[src/rtl/cpu_ctrl_fsm_param.sv]
// Multicycle control FSM for the CR16-subset CPU. It holds the instruction and flag registers and
// sequences fetch, decode, execute, memory and writeback, with an optional memory-ready handshake.
module cpu_ctrl_fsm_param #(
  parameter int unsigned REG_ADDR_W  = 4,
  parameter int unsigned IMM_W       = 8,
  parameter int unsigned ALU_OP_W    = 4,
  parameter int unsigned FLAG_W      = 5,
  parameter bit          MEM_WAIT_EN = 1'b1
) (
  input  logic                  Clk,
  input  logic                  Reset_n,
  input  logic [15:0]           Instr,
  input  logic [FLAG_W-1:0]     ALUFlags,
  input  logic                  MemReady,
  output logic                  IREn,
  output logic                  Imm_s,
  output logic [IMM_W-1:0]      Imm,
  output logic                  Signed,
  output logic [ALU_OP_W-1:0]   ALUOpCode,
  output logic [REG_ADDR_W-1:0] RdestRegLoc,
  output logic [REG_ADDR_W-1:0] RsrcRegLoc,
  output logic                  RegEn,
  output logic                  LoadInSelect,
  output logic                  RAMEn,
  output logic                  RamAddrSelect,
  output logic                  PCEn,
  output logic [1:0]            PCSel,
  output logic                  Halted,
  output logic [2:0]            State
);

  localparam logic [2:0] StFetch  = 3'd0;
  localparam logic [2:0] StDecode = 3'd1;
  localparam logic [2:0] StExec   = 3'd2;
  localparam logic [2:0] StMemRd  = 3'd3;
  localparam logic [2:0] StMemWr  = 3'd4;
  localparam logic [2:0] StWb     = 3'd5;
  localparam logic [2:0] StHalt   = 3'd7;

  logic [2:0]        state_q, state_d;
  logic [15:0]       ir_q, ir_d;
  logic [FLAG_W-1:0] flags_q, flags_d;

  logic [3:0] opcode, ext, cond, alu_op;
  logic       is_rr, is_alu_rr, is_alu_imm, is_load, is_stor, is_jcond, is_bcond;
  logic       mem_done, take;

  function automatic logic alu_code_valid(input logic [3:0] c);
    case (c)
      4'h1, 4'h2, 4'h3, 4'h5, 4'h6, 4'h7, 4'h9, 4'hA, 4'hB, 4'hD, 4'hE: return 1'b1;
      default: return 1'b0;
    endcase
  endfunction

  // Flags are ordered {N,Z,F,L,C}.
  function automatic logic cond_true(input logic [3:0] c, input logic [4:0] f);
    case (c)
      4'd0:    return f[3];
      4'd1:    return !f[3];
      4'd2:    return f[0];
      4'd3:    return !f[0];
      4'd4:    return f[1];
      4'd5:    return !f[1];
      4'd6:    return f[4];
      4'd7:    return !f[4];
      4'd8:    return f[2];
      4'd9:    return !f[2];
      4'd10:   return !f[1] && !f[3];
      4'd11:   return f[1] || f[3];
      4'd12:   return !f[4] && !f[3];
      4'd13:   return f[4] || f[3];
      4'd14:   return 1'b1;
      default: return 1'b0;
    endcase
  endfunction

  assign opcode     = ir_q[15:12];
  assign ext        = ir_q[7:4];
  assign cond       = ir_q[11:8];
  assign is_rr      = (opcode == 4'h0);
  assign is_alu_rr  = is_rr && alu_code_valid(ext);
  assign is_alu_imm = !is_rr && (alu_code_valid(opcode) || opcode == 4'hF);
  assign is_load    = (opcode == 4'h4) && (ext == 4'h0);
  assign is_stor    = (opcode == 4'h4) && (ext == 4'h4);
  assign is_jcond   = (opcode == 4'h4) && (ext == 4'hC);
  assign is_bcond   = (opcode == 4'hC);
  assign alu_op     = is_rr ? ext : opcode;
  assign mem_done   = MemReady || !MEM_WAIT_EN;
  assign take       = cond_true(cond, flags_q[4:0]);

  assign Imm         = ir_q[IMM_W-1:0];
  assign RdestRegLoc = REG_ADDR_W'(ir_q[11:8]);
  assign RsrcRegLoc  = REG_ADDR_W'(ir_q[3:0]);
  assign State       = state_q;

  always_comb begin
    state_d       = state_q;
    ir_d          = ir_q;
    flags_d       = flags_q;
    IREn          = 1'b0;
    Imm_s         = 1'b0;
    Signed        = 1'b0;
    ALUOpCode     = '0;
    RegEn         = 1'b0;
    LoadInSelect  = 1'b0;
    RAMEn         = 1'b0;
    RamAddrSelect = 1'b0;
    PCEn          = 1'b0;
    PCSel         = 2'b00;
    Halted        = 1'b0;
    // Gate on Reset_n so every output reads 0 while reset is held, even combinational ones.
    if (Reset_n) begin
      case (state_q)
        StFetch: begin
          if (mem_done) begin
            IREn    = 1'b1;
            ir_d    = Instr;
            state_d = StDecode;
          end
        end
        StDecode: begin
          if (ir_q == 16'h0000) state_d = StHalt;
          else if (is_load)     state_d = StMemRd;
          else if (is_stor)     state_d = StMemWr;
          else                  state_d = StExec;
        end
        StExec: begin
          PCEn    = 1'b1;
          state_d = StFetch;
          if (is_alu_rr || is_alu_imm) begin
            Imm_s     = is_alu_imm;
            Signed    = is_alu_imm && (alu_op == 4'h5 || alu_op == 4'h9 || alu_op == 4'hB);
            ALUOpCode = ALU_OP_W'(alu_op);
            RegEn     = (alu_op != 4'hB);
            flags_d   = ALUFlags;
          end else if (is_bcond) begin
            PCSel = take ? 2'b01 : 2'b00;
          end else if (is_jcond) begin
            PCSel = take ? 2'b10 : 2'b00;
          end
        end
        StMemRd: begin
          RamAddrSelect = 1'b1;
          if (mem_done) state_d = StWb;
        end
        StWb: begin
          LoadInSelect = 1'b1;
          RegEn        = 1'b1;
          PCEn         = 1'b1;
          state_d      = StFetch;
        end
        StMemWr: begin
          RamAddrSelect = 1'b1;
          RAMEn         = 1'b1;
          if (mem_done) begin
            PCEn    = 1'b1;
            state_d = StFetch;
          end
        end
        StHalt: Halted = 1'b1;
        default: state_d = StFetch;
      endcase
    end
  end

  always_ff @(posedge Clk or negedge Reset_n) begin
    if (!Reset_n) begin
      state_q <= StFetch;
      ir_q    <= '0;
      flags_q <= '0;
    end else begin
      state_q <= state_d;
      ir_q    <= ir_d;
      flags_q <= flags_d;
    end
  end

endmodule
[config.mk]
export PLATFORM = sky130hd
export DESIGN_NAME = cpu_ctrl_fsm_param
export DESIGN_NICKNAME = d
export VERILOG_FILES = /design/src/rtl/cpu_ctrl_fsm_param.sv
export SDC_FILE = /design/constraint.sdc
export NUM_CORES = 1
export LEC_CHECK = 0
export BUFFER_PORTS_ARGS = -buffer_cell sky130_fd_sc_hd__buf_2
export CORE_UTILIZATION = 41
export CTS_CLUSTER_DIAMETER = 200
export DETAILED_ROUTE_END_ITERATION = 12
export PLACE_DENSITY = 0.68
export SYNTH_ARGS = -nofsm -noshare
export SYNTH_HDL_FRONTEND = slang
export SYNTH_SLANG_ARGS = --single-unit
export TNS_END_PERCENT = 1
[constraint.sdc]
create_clock -name Clk -period 4.6 [get_ports Clk]
set_input_delay 0.92 -clock Clk [delete_from_list [all_inputs] [get_ports Clk]]
set_output_delay 0.92 -clock Clk [all_outputs]
set_load 0.02 [all_outputs]
==> out/summary.txt <==
Status: complete, no violations
Via count of the first global-routing pass: 1352
Count of buffers inserted at the top-level ports: 57
Diodes inserted: 0
Count of cell types in the netlist: 39
Post-Route Setup TNS: 0 ns
Kind of start point of the critical path: input pin
DRT iter0 DRCs: 117
Clock Root Buffer: clkbuf_8
Fin. Hold Viols: 0
Required time reported for the critical path endpoint: 3.68 ns
First-pass GRT wire length: 6220 um
Setup slack of the worst register-to-register path: 2.60 ns
Via-per-instance ratio: 5.01
Weighted congestion at the end of routability-driven global placement: 0.852
Worst R2R Start: ir_q[12]$_DFFE_PN0P_
Syn Nets: 234
CTS HTree Levels: 1
Maximum net fanout on the critical path: 26
Data arrival time of the critical path: 2.25 ns
Power per cell area: 699 mW/mm^2
Synth-to-Final Area Change: 13.8%
Endpoint kind of the worst setup timing path: primary output
Final hold slack: 0.541 ns
First drt pass iteration count: 4
Max Freq: 0.315 GHz
Clock Tree Buf Depth: 2
Initial antenna violation count: 0
Synth Warn #: 0
Final Slew Violations: 0
Post-cts sizing count: 0
Fraction of the yosys area taken by sequential cells: 36.7%
Worst clock skew on the final layout: 0.00481 ns
Final #Nets: 270
Hold path endpoint: ir_q[0]$_DFFE_PN0P_
Final setup violation count: 0
Crit Reg-Reg Endpoint: flags_q[1]$_DFFE_PN0P_
Shortest period the worst path allows: 3.17 ns
Clk Latency, worst-skew pair: 0.26 ns
Count of placed standard cells including taps: 286
Syn Inst Count: 207
Worst Tran Pin Value: 0.596 ns
Number of hold buffers added after CTS: 0
Worst setup slack before clock tree synthesis: 1.43 ns
Synthesized area: 0.00164 sq mm
Logic depth of the worst register-to-register path: 6
Largest net degree at the start of global routing: 33
CTS tree: built
Worst min path class: flop to flop
Height of the chip: 65.2 um
Post-CTS setup-driven buffer insertion count: 0
Number of storage elements in the synthesis netlist: 24
Maximum resistive drop on vdd: 0.000293 V
Fraction of final layout cells sized beyond drive strength 1: 29.8%
Core box area: 0.00374 sq mm
Count of vias placed by the detailed router: 1454
Maximum Capacitance Violations: 0
Post-Layout Cell Count: 290
Drt drc: 0
Clock slew seen by the registers of the worst setup and hold paths: 0.08 ns
Filler cells: 416
Number of clock buffers inserted by TritonCTS: 3
Ratio of final minimum period to clock period: 69.0%
# IOs: 58
Antenna Nets Post-Route: 0
Worst hold path stage count: 2
Mapped Avg Cell Area: 7.91 sq um
Final routed wirelength across all metal layers: 3720 um
Category of the critical setup timing path: input pin to primary output
Grt total ovfl: 0
TritonCTS sink count: 24
Post-route total power: 1.30 mW
Post-layout worst setup margin: 1.43 ns
HP Start: ir_q[0]$_DFFE_PN0P_
Standard-cell row count: 22
Sum of net half-perimeters after detailed placement: 2790 um
Overall Global Routing Usage: 18.8%
Initial Util: 43.8%
Unrepaired setup endpoints after global routing: false
Die width: 65.2 um
Wire length per cell after detailed routing: 12.8 um
Leakage: 0.935 nW
Worst max-slew margin expressed relative to the limit: 60.0%
Floorplan die area: 0.00425 sq mm
synth_stat cells:
| library cell | n | share of area [%] |
|---|---|---|
| nand2_1 | 40 | 9.2 |
| dfrtp_1 | 24 | 37 |
| nor2_1 | 23 | 5.3 |
| buf_4 | 16 | 7.3 |
| o21ai_0 | 15 | 4.6 |
| inv_1 | 11 | 2.5 |
| a21oi_1 | 9 | 2.7 |
| mux2_2 | 6 | 4.1 |
| a31oi_1 | 5 | 1.9 |
| clkbuf_1 | 5 | 1.1 |
| nor3_1 | 5 | 1.5 |
| buf_2 | 3 | 0.92 |
| ha_1 | 3 | 2.3 |
| nand2b_1 | 3 | 1.1 |
| nand4_1 | 3 | 1.1 |
| nor2b_1 | 3 | 1.1 |
| nor3b_1 | 3 | 1.4 |
| nor4_1 | 3 | 1.1 |
| o22ai_1 | 3 | 1.1 |
| buf_6 | 2 | 1.4 |
| nand3_1 | 2 | 0.61 |
| nand3b_1 | 2 | 0.92 |
| o211ai_1 | 2 | 0.92 |
| a2111oi_0 | 1 | 0.53 |
| a211o_1 | 1 | 0.53 |
| a221o_1 | 1 | 0.61 |
| a221oi_1 | 1 | 0.53 |
| and2_1 | 1 | 0.38 |
| clkbuf_2 | 1 | 0.31 |
| clkinv_1 | 1 | 0.23 |
| nand3_2 | 1 | 0.61 |
| nor2b_2 | 1 | 0.53 |
| nor3b_2 | 1 | 0.76 |
| nor4b_1 | 1 | 0.53 |
| o21a_1 | 1 | 0.46 |
| o31ai_1 | 1 | 0.46 |
| o31ai_4 | 1 | 1.3 |
| xnor2_1 | 1 | 0.53 |
| xor2_1 | 1 | 0.53 |
metal layers:
metal	track usage [%]	part of all wire, %	up-vias
met2	31.6	46	36
met5	0	0	-
met3	2.78	4.0	4
met4	4.08	1.0	0
li1	-	-	757
met1	25.5	49	657
state kept, by name, summed over array words and instances, names as in the netlist:
register and flops:
ir_q 16, flags_q 5, State 3
area by class of cell:
class | instances | area (sq um) | area share, %
clock buffers | 4 | 55.1 | 2.95
well taps | 48 | 60.1 | 3.22
multi-input cells | 144 | 811 | 43.5
repair buffers | 58 | 293 | 15.7
flip-flops and latches | 24 | 601 | 32.2
inverters | 12 | 45.0 | 2.42
where the power goes:
| part | switching [mW] | internal [mW] |
|---|---|---|
| sequential | 0.175 | 0.311 |
| clock | 0.0650 | 0.0762 |
| combinational | 0.407 | 0.268 |
| total | 0.647 | 0.655 |
cells by family after synthesis:
kind of cell,synth area share (%)
buffers and inverters,13.8
AOI/OAI and AO/OA,15.7
adders and majority gates,2.29
muxes,4.12
DFF,36.7
and+or+nand+nor,26.3
xor gates and xnor gates,1.07
cell usage in the layout, fill, tap and decap left out:
master	netlist	routed
a2111oi_0	1	1
a211o_1	1	1
a21oi_1	9	9
a221o_1	1	1
a221oi_1	1	1
a31oi_1	5	5
and2_1	1	1
buf_2	3	57
buf_4	16	1
clkbuf_8	0	4
clkinv_1	1	1
dfrtp_1	24	24
ha_1	3	3
inv_1	11	11
mux2_2	6	6
nand2_1	40	40
nand2b_1	3	3
nand3_1	2	2
nand3_2	1	1
nand3b_1	2	2
nand4_1	3	3
nor2_1	23	23
nor2b_1	3	3
nor2b_2	1	1
nor3_1	5	5
nor3b_1	3	3
nor3b_2	1	1
nor4_1	3	3
nor4b_1	1	1
o211ai_1	2	2
o21a_1	1	1
o21ai_0	15	15
o22ai_1	3	3
o31ai_1	1	1
o31ai_4	1	1
xnor2_1	1	1
xor2_1	1	1
through the flow:
| stage | area, sq um | utilization [%] |
|---|---|---|
| floorplan | 1640 | - |
| global placement | 1810 | 48.3 |
| detailed placement | 1810 | 48.3 |
| CTS | 1860 | 49.8 |
| global route | 1860 | 49.8 |
| finish | 1860 | 49.8 |
how the worst max path moves through the flow:
stage,from,cells after the start,slack [ns],to
after floorplan,Reset_n,4,1.52,Signed
after global placement,Reset_n,5,1.49,IREn
after detailed placement,Reset_n,5,1.43,IREn
after CTS,Reset_n,5,1.43,IREn
after global routing,ir_q[13]$_DFFE_PN0P_,8,1.23,Signed
final,Reset_n,5,1.43,IREn
worst max-delay path, stage by stage:
cell and delay (ns):
buf_2 0.11, nor2b_2 0.17, nand3_2 0.17, clkinv_1 0.52, buf_2 0.36
No activity file was read; power rests on OpenSTA's default activity.
